===== src/rtl/sram_arb_pkg.sv =====
// Shared encodings and width helpers for the SRAM-like arbiter.
// Grant policy is selected with SRAM_ARB_RR_EN (round-robin) or left undefined (fixed priority).
package sram_arb_pkg;

  localparam logic [1:0] SIZE_BYTE = 2'd0;
  localparam logic [1:0] SIZE_HALF = 2'd1;
  localparam logic [1:0] SIZE_WORD = 2'd2;

  // Channel IDs need at least one bit even when a single ID would fit in zero.
  function automatic int id_width(int n);
    return (n > 1) ? $clog2(n) : 1;
  endfunction

  function automatic int ptr_width(int depth);
    return $clog2(depth);
  endfunction

endpackage


===== src/rtl/sram_arb_idfifo.sv =====
// In-order channel-ID FIFO: remembers which master issued each accepted transaction.
// Simultaneous push and pop are legal; pointers wrap modulo DEPTH.
module sram_arb_idfifo #(
  parameter int DEPTH = 4,
  parameter int W     = 1,
  parameter int PW    = 2
) (
  input  logic          clk,
  input  logic          reset,
  input  logic          push,
  input  logic          pop,
  input  logic [W-1:0]  din,
  output logic [W-1:0]  head,
  output logic [PW:0]   count
);

  logic [W-1:0]  mem_q [DEPTH];
  logic [W-1:0]  mem_d [DEPTH];
  logic [PW-1:0] wr_q, wr_d, rd_q, rd_d;
  logic [PW:0]   cnt_q, cnt_d;

  always_comb begin
    mem_d = mem_q;
    wr_d  = wr_q;
    rd_d  = rd_q;
    cnt_d = cnt_q;
    if (push) begin
      mem_d[wr_q] = din;
      wr_d        = wr_q + PW'(1);
    end
    if (pop) begin
      rd_d = rd_q + PW'(1);
    end
    case ({push, pop})
      2'b10:   cnt_d = cnt_q + (PW+1)'(1);
      2'b01:   cnt_d = cnt_q - (PW+1)'(1);
      default: cnt_d = cnt_q;
    endcase
  end

  always_ff @(posedge clk) begin
    if (reset) begin
      wr_q  <= '0;
      rd_q  <= '0;
      cnt_q <= '0;
    end else begin
      wr_q  <= wr_d;
      rd_q  <= rd_d;
      cnt_q <= cnt_d;
    end
  end

  // Storage needs no reset: entries are only read once count says they are valid.
  always_ff @(posedge clk) begin
    mem_q <= mem_d;
  end

  assign head  = mem_q[rd_q];
  assign count = cnt_q;

endmodule


===== src/rtl/sram_like_arbiter.sv =====
// N-channel SRAM-like arbiter onto one slave port with in-order response routing.
// Define SRAM_ARB_RR_EN for round-robin grant; otherwise lowest index wins.
module sram_like_arbiter #(
  parameter int N_CH  = 2,
  parameter int DEPTH = 4,
  parameter int AW    = 32,
  parameter int DW    = 32
) (
  input  logic                      clk,
  input  logic                      reset,
  input  logic [N_CH-1:0]           m_req,
  input  logic [N_CH-1:0]           m_wr,
  input  logic [2*N_CH-1:0]         m_size,
  input  logic [(DW/8)*N_CH-1:0]    m_wstrb,
  input  logic [AW*N_CH-1:0]        m_addr,
  input  logic [DW*N_CH-1:0]        m_wdata,
  output logic [N_CH-1:0]           m_addr_ok,
  output logic [N_CH-1:0]           m_data_ok,
  output logic [DW-1:0]             m_rdata,
  output logic                      s_req,
  output logic                      s_wr,
  output logic [1:0]                s_size,
  output logic [DW/8-1:0]           s_wstrb,
  output logic [AW-1:0]             s_addr,
  output logic [DW-1:0]             s_wdata,
  input  logic                      s_addr_ok,
  input  logic                      s_data_ok,
  input  logic [DW-1:0]             s_rdata,
  output logic [$clog2(DEPTH):0]    outstanding,
  output logic                      err
);
  import sram_arb_pkg::*;

  localparam int IW = id_width(N_CH);
  localparam int PW = ptr_width(DEPTH);
  localparam int WB = DW / 8;

  logic [IW-1:0] g, g_arb, head, lock_id_q, lock_id_d;
  logic          locked_q, locked_d, err_q, err_d;
  logic          full, hs, pop;
  logic [PW:0]   count;

  assign full = (count == (PW+1)'(DEPTH));

`ifdef SRAM_ARB_RR_EN
  logic [IW-1:0] rr_q, rr_d;

  // Pick the requester closest to rr_q going upward with wrap.
  always_comb begin
    int best;
    int dist;
    best  = N_CH;
    dist  = 0;
    g_arb = '0;
    for (int i = 0; i < N_CH; i++) begin
      dist = i - int'(rr_q);
      if (dist < 0) dist = dist + N_CH;
      if (m_req[i] && dist < best) begin
        best  = dist;
        g_arb = IW'(i);
      end
    end
    rr_d = rr_q;
    if (hs) rr_d = (g == IW'(N_CH-1)) ? '0 : g + IW'(1);
  end

  always_ff @(posedge clk) begin
    if (reset) rr_q <= '0;
    else       rr_q <= rr_d;
  end
`else
  always_comb begin
    g_arb = '0;
    for (int i = N_CH-1; i >= 0; i--) begin
      if (m_req[i]) g_arb = IW'(i);
    end
  end
`endif

  assign g = locked_q ? lock_id_q : g_arb;

  // Lock FSM: state register.
  always_ff @(posedge clk) begin
    if (reset) begin
      locked_q  <= 1'b0;
      lock_id_q <= '0;
      err_q     <= 1'b0;
    end else begin
      locked_q  <= locked_d;
      lock_id_q <= lock_id_d;
      err_q     <= err_d;
    end
  end

  // Lock FSM: next state. A pending unaccepted request freezes the grant.
  always_comb begin
    locked_d  = locked_q;
    lock_id_d = lock_id_q;
    err_d     = err_q | (s_data_ok & (count == '0));
    if (hs) begin
      locked_d = 1'b0;
    end else if (s_req && !locked_q) begin
      locked_d  = 1'b1;
      lock_id_d = g;
    end
  end

  // Lock FSM: outputs and muxing.
  always_comb begin
    s_req     = (|m_req | locked_q) & ~full & ~reset;
    hs        = s_req & s_addr_ok;
    pop       = s_data_ok & (count != '0) & ~reset;
    s_wr      = 1'b0;
    s_size    = SIZE_BYTE;
    s_wstrb   = '0;
    s_addr    = '0;
    s_wdata   = '0;
    m_addr_ok = '0;
    m_data_ok = '0;
    m_rdata   = reset ? '0 : s_rdata;
    for (int i = 0; i < N_CH; i++) begin
      if (!reset && g == IW'(i)) begin
        s_wr    = m_wr[i];
        s_size  = m_size[2*i +: 2];
        s_wstrb = m_wstrb[WB*i +: WB];
        s_addr  = m_addr[AW*i +: AW];
        s_wdata = m_wdata[DW*i +: DW];
      end
      if (hs && g == IW'(i))     m_addr_ok[i] = 1'b1;
      if (pop && head == IW'(i)) m_data_ok[i] = 1'b1;
    end
  end

  sram_arb_idfifo #(
    .DEPTH (DEPTH),
    .W     (IW),
    .PW    (PW)
  ) u_idfifo (
    .clk   (clk),
    .reset (reset),
    .push  (hs),
    .pop   (pop),
    .din   (g),
    .head  (head),
    .count (count)
  );

  assign outstanding = count;
  assign err         = err_q;

endmodule


===== config.mk =====
export PLATFORM = sky130hd
export DESIGN_NAME = sram_like_arbiter
export DESIGN_NICKNAME = d
export VERILOG_FILES = /design/src/rtl/sram_arb_pkg.sv /design/src/rtl/sram_arb_idfifo.sv /design/src/rtl/sram_like_arbiter.sv
export SDC_FILE = /design/constraint.sdc
export NUM_CORES = 1
export LEC_CHECK = 0
export ABC_AREA = 1
export ABC_CLOCK_PERIOD_IN_PS = 2100
export BUFFER_PORTS_ARGS = -buffer_cell sky130_fd_sc_hd__buf_2
export CAP_MARGIN = 20
export CORE_AREA = 4 4 110 112
export CTS_CLUSTER_DIAMETER = 30
export DETAILED_ROUTE_END_ITERATION = 12
export DIE_AREA = 0 0 114 116
export HOLD_SLACK_MARGIN = 0.08
export RECOVER_POWER = 50
export SLEW_MARGIN = 20
export SYNTH_ARGS = -nofsm -noshare
export SYNTH_HDL_FRONTEND = slang
export SYNTH_SLANG_ARGS = --single-unit

===== constraint.sdc =====
create_clock -name clk -period 2.1 [get_ports clk]
set_input_delay 0.21 -clock clk [delete_from_list [all_inputs] [get_ports clk]]
set_output_delay 0.21 -clock clk [all_outputs]
set_load 0.01 [all_outputs]

==> results of run 1 <==
[flip-flops by register name (all words and copies together), names as in the netlist]
signal and cells:
u_idfifo.count 3, locked_q 1, u_idfifo.wr_q 2, u_idfifo.mem_q 4, lock_id_q 1, err 1
u_idfifo.rd_q 2
[stage by stage]
step	power, mW	instances	setup slack, ns	util	hold slack (ns)
after floorplan	0.756	418	0.198	-	0.370
after global placement	1.12	825	0.167	0.329	0.437
after detailed placement	1.12	825	0.113	0.329	0.448
after CTS	1.49	829	0.104	0.336	0.278
after global routing	1.59	829	0.0157	0.331	0.307
final	1.46	829	0.192	0.331	0.281
[per-layer routing]
layer / share of wire / wire length (um)
met1: 0.41 / 3910
met2: 0.49 / 4650
met3: 0.090 / 853
met4: 0.012 / 116
met5: 0 / 0
[final cells by class]
| class | instances | area (um2) | share of cell area |
|---|---|---|---|
| well taps | 143 | 179 | 0.0481 |
| clock buffers | 4 | 78.8 | 0.0212 |
| inverters | 56 | 211 | 0.0569 |
| repair buffers | 299 | 1470 | 0.396 |
| flip-flops and latches | 14 | 320 | 0.0862 |
| multi-input cells | 313 | 1460 | 0.392 |
[cell families (layout without fill, tap and decap cells)]
family,after synthesis,in the layout,share of synthesized area
simple gates,295,295,0.600
fa+ha+maj,6,6,0.0378
compound gates,12,12,0.0275
flops,14,14,0.147
buf+inv,91,359,0.188
[synth_stat cells (all sizes together)]
cell / instances
buf: 29
inv: 56
fa: 1
dfxtp: 10
nand4: 3
o21ai: 4
ha: 5
clkbuf: 6
nand2: 91
nor2: 52
nand3: 149
a21oi: 8
edfxtp: 4
[worst reg2reg max path: stages, from the launching register on]
cell and delay [ns]:
dfxtp_1 0.33, nor2_2 0.17, nand2_1 0.11, nand3_2 0.11, nor2_2 0.07, inv_2 0.05, ha_1 0.15, inv_1 0.06
fa_1 0.37, nand2_1 0.08, nand3_1 0.08, o21ai_0 0.15, a21oi_1 0.05
[final timing paths]
kind                                  startpoint                              to  slack, ns  cells past startpoint
setup / recovery  u_idfifo.count[1]$_SDFFE_PP0P_  u_idfifo.count[2]$_SDFFE_PP0P_       0.19                     12
hold / removal                         s_data_ok   u_idfifo.rd_q[0]$_SDFFE_PP0P_       0.28                      3
setup reg to reg  u_idfifo.count[1]$_SDFFE_PP0P_  u_idfifo.count[2]$_SDFFE_PP0P_       0.19                     12
hold reg to reg                   err$_SDFF_PP0_                  err$_SDFF_PP0_       0.46                      2
[where the power goes]
part / internal [mW] / total [mW] / switching (mW)
clock network: 0.256 / 0.359 / 0.103
logic: 0.331 / 0.780 / 0.448
registers: 0.301 / 0.319 / 0.0181
total: 0.888 / 1.46 / 0.570
==> flow_summary_export.csv, run 1 <==
group,metric,value,unit
routing,first_pass_iters,4,
clocking,clk_pin_slew,0.04,ns
critical_path,start_kind,"register",
synth,synth_top_cell_area_share,0.339,
cells_and_area,design_area,3720,um2
synth,synth_warnings,0,
sta,finalHoldViolCount,0,
routing,drc,0,
synth,netlist_instances,418,
global_route,grt_overflow_total,0,
placed_design,io_buffers,291,
critical_path,worstPathMaxFanout,4,
sta,fmax,524,MHz
critical_path,slowest_delay,0.37,ns
global_route,first_global_vias,2960,
synth,yosysSeqAreaShare,0.147,
clocking,hold_buffers,0,
sta,clock_skew,0.00110,ns
synth,yosysUniqueCellTypes,21,
sta,setup_tns,0,ns
global_route,busiest_layer,"met2",
global_route,use_met3,0.0266,
cells_and_area,nets,873,
routing,drtIter0Drc,188,
critical_path,endpoint_kind,"register",
global_route,antenna_found_initial,0,
routing,antenna_left,0,
sta,worst_pin_slew,1.35,ns
placed_design,place_congestion,0.765,
sta,setup_viol,0,
floorplan,die_w,114,um
cells_and_area,final_cell_mix,"buf_2 (247), nand3_1 (148), nand2_1 (90), inv_1 (53), nor2_1 (50)",
power_and_ir_drop,power_density,392,nW/um2
critical_path,path_cells,"nor2_2, nand2_1, nand3_2, nor2_2, inv_2, ha_1, inv_1, fa_1, nand2_1, nand3_1, o21ai_0, a21oi_1",
floorplan,num_rows,39,
floorplan,dieArea,13200,um2
global_route,met1_usage,0.157,
sta,fin_crit,1.91,ns
routing,vias_per_cell,4.20,
synth,yosys_register_bits,14,
floorplan,initial_core_util,0.195,
clocking,clk-insertion-delay-late,0.24,ns
clocking,cts.sinks,14,
critical_path,cp.arrival,2.04,ns
sta,finalMaxSlewViolations,0,
power_and_ir_drop,total_leakage_power,2.34,nW
synth,netlist_area,2190,um2
cells_and_area,drive_gt1_frac,0.385,
critical_path,cpMaxStageDelayCell,"fa_1",
critical_path,criticalPathCategory,"register to register",
critical_path,cp.buffers_inverters,2,
clocking,cts_tree,"built",
synth,synth_largest_area_cell,"nand3_1",
placed_design,placed_area,3690,um2
floorplan,io_pins,292,
cells_and_area,area_delta_synth_final,70.0,%
global_route,grt_usage,0.122,
synth,avgSynthCellArea,5.23,um2
routing,vias,3484,
clocking,cts_max_level,1,
cells_and_area,diodes,0,
routing,wl_per_cell,11.5,um
sta,min_period_over_period,0.908,
clocking,post-cts-setup-buffers,0,
min_path,hp-class,"input port to register",
floorplan,core_area,11200,um2
power_and_ir_drop,ir_worst_vdd,225,uV
synth,syn-num-nets,604,
synth,synthTopCellsByArea,"nand3_1 (34%), nand2_1 (15%), dfxtp_1 (9.2%)",
run_status,outcome,"finished clean",
global_route,grt_pass1_wl,13700,um
cells_and_area,fillers,1339,
critical_path,crit_family,"simple AND/OR/NAND/NOR gates",
global_route,grt_max_degree,86,
clocking,cts_buffers,3,
clocking,ctsResizeCount,0,
floorplan,die_h,116,um
global_route,grtUsageMet2,0.213,
sta,rsz0062_at_grt,"no",
routing,wl,9530,um
clocking,clock_path_buffers,2,
job,maxCapViolations,0,
sta,maxSlewHeadroom,0.0999,
clocking,cts.root.buffer_cell,"clkbuf_16",
placed_design,place_hpwl,7720,um
cells_and_area,layout_commonest_cell,"buf_2",
critical_path,critPathRequiredTime,2.23,ns
Note: power is estimated with default switching activity, not from simulation.
==> run 2, diff against run 1 <==
--- a/config.mk
+++ b/config.mk
@@ -15,6 +15,7 @@
 export DIE_AREA = 0 0 114 116
 export HOLD_SLACK_MARGIN = 0.08
 export RECOVER_POWER = 50
+export SETUP_SLACK_MARGIN = 0.3
 export SLEW_MARGIN = 20
 export SYNTH_ARGS = -nofsm -noshare
 export SYNTH_HDL_FRONTEND = slang
==> run 2 against run 1 <==
Net effect:
- global-route usage up 0.46 points
- non-clock buffer count grew 5
- die area stayed put
- setup slack improved by 0.062 ns
- via count rose by 3.1%
- hold slack got worse by 0.0020 ns
- register-to-register slack better by 0.07 ns
- clock-buffer cell count decreased by 1
- maximum frequency grew 3.3%
- critical path type is now register to primary output
- cell area increased by 4.9%
==> flow_summary_export.csv, run 2 (synthesis results as in run 1) <==
group,metric,value,unit
routing,vias,3593,
routing,first_pass_iters,4,
power_and_ir_drop,total_leakage_power,2.41,nW
clocking,cts.root.buffer_cell,"clkbuf_16",
sta,fmax,542,MHz
critical_path,critPathRequiredTime,1.89,ns
power_and_ir_drop,ir_worst_vdd,354,uV
routing,drtIter0Drc,174,
clocking,cts_tree,"built",
power_and_ir_drop,power_density,394,nW/um2
placed_design,dp.cells,823,
sta,setup_tns,0,ns
placed_design,placed_area,3690,um2
cells_and_area,fin_util,0.347,
sta,setup_viol,0,
floorplan,num_rows,39,
cells_and_area,area_delta_synth_final,78.4,%
critical_path,endpoint_kind,"primary output",
floorplan,initial_core_util,0.195,
routing,vias_per_cell,4.31,
placed_design,place_hpwl,7770,um
critical_path,cpMaxStageDelayCell,"dfxtp_1",
cells_and_area,diodes,0,
cells_and_area,fin_cells,833,
clocking,cts_max_level,1,
clocking,cts_buffers,3,
floorplan,io_pins,292,
critical_path,start_kind,"register",
floorplan,dieArea,13200,um2
clocking,clk_pin_slew,0.05,ns
sta,fin_crit,1.85,ns
power_and_ir_drop,finalPower,1.53,mW
placed_design,dp_slack,0.140,ns
critical_path,cp.buffers_inverters,3,
critical_path,crit_family,"simple AND/OR/NAND/NOR gates",
critical_path,critPathMostFrequentCell,"nand2_1",
sta,clock_skew,0.00427,ns
global_route,grt_pass1_wl,14000,um
global_route,grt_max_degree,87,
sta,min_period_over_period,0.879,
floorplan,die_h,116,um
placed_design,io_buffers,291,
global_route,grt_usage,0.127,
floorplan,die_w,114,um
critical_path,criticalPathCategory,"register to primary output",
cells_and_area,design_area,3900,um2
cells_and_area,largest_reg_flops,4,
cells_and_area,nets,878,
sta,finalHoldViolCount,0,
clocking,cts.sinks,14,
critical_path,slowest_delay,0.37,ns
cells_and_area,top_register,"u_idfifo.mem_q",
floorplan,core_area,11200,um2
job,maxCapViolations,0,
placed_design,place_congestion,0.794,
global_route,grt_overflow_total,0,
critical_path,path_cells,"nor2_1, nand2_1, nand2_4, inv_8, clkbuf_2, nand3_1, nand2_1, buf_2",
routing,wl_per_cell,12.3,um
sta,finalMaxSlewViolations,0,
cells_and_area,final_cell_mix,"buf_2 (248), nand3_1 (147), nand2_1 (88), inv_1 (52), nor2_1 (49)",
run_status,outcome,"finished clean",
global_route,first_global_vias,2999,
clocking,clk-insertion-delay-late,0.24,ns
sta,worst_pin_slew,0.616,ns
min_path,hp-class,"input port to register",
sta,rsz0062_at_grt,"yes",
sta,layout_setup_ws,0.254,ns
routing,drc,0,
critical_path,worstPathMaxFanout,12,
sta,whs,0.279,ns
clocking,clock_path_buffers,2,
routing,wl,10300,um
routing,antenna_left,0,
critical_path,cp.arrival,1.64,ns
cells_and_area,layout_commonest_cell,"buf_2",
sta,maxSlewHeadroom,0.589,
cells_and_area,drive_gt1_frac,0.406,
global_route,antenna_found_initial,0,
-- run 2: changes by cell type in the layout (fill, tap and decap cells not counted), sizes merged --
| cell | delta |
|---|---|
| buf | +2 |
| clkbuf | +2 |
-- run 2: final timing paths --
check,startpoint,endpoint,slack [ns],cells after the start
max,locked_q$_SDFFE_PP0P_,s_wdata[2],0.25,8
min,s_data_ok,err$_SDFF_PP0_,0.28,3
max reg2reg,u_idfifo.count[0]$_SDFFE_PP0P_,u_idfifo.count[2]$_SDFFE_PP0P_,0.26,12
min reg2reg,err$_SDFF_PP0_,err$_SDFF_PP0_,0.46,2
-- run 2: cell type report --
class | instances | area [um2]
Fill cell | 1313 | 7320
Tap cell | 143 | 179
Clock buffer | 3 | 75.1
Multi-Input combinational cell | 313 | 1500
Inverter | 56 | 219
Sequential cell | 14 | 327
Timing Repair Buffer | 304 | 1600
-- run 2: worst min-delay path: cells and delay by family --
family | cells | cell delay [ns]
AO/OA/AOI/OAI | 1 | 0.05
buffers and inverters | 1 | 0.12
AND/OR/NAND/NOR | 1 | 0.08
-- run 2: power by group --
group	internal, mW	total, mW	switching, mW	leakage [nW]
combinational	0.375	0.854	0.479	2.26
sequential	0.302	0.324	0.0215	0.121
clock	0.249	0.357	0.108	0.0370
-- run 2: layer usage --
metal / share of wire / GRT usage
met1: 0.42 / 0.166
met2: 0.49 / 0.220
met3: 0.077 / 0.0178
met4: 0.010 / 0.0325
met5: 0 / 0
-- run 2: repair_timing --
item / CTS / global route
hold buffers: 0 / 0
resized for setup: 9 / 20
endpoints found under the setup margin: 61 / 75
pin swaps: 2 / 5
buffers inserted: 2 / 2
cloned: 1 / 2
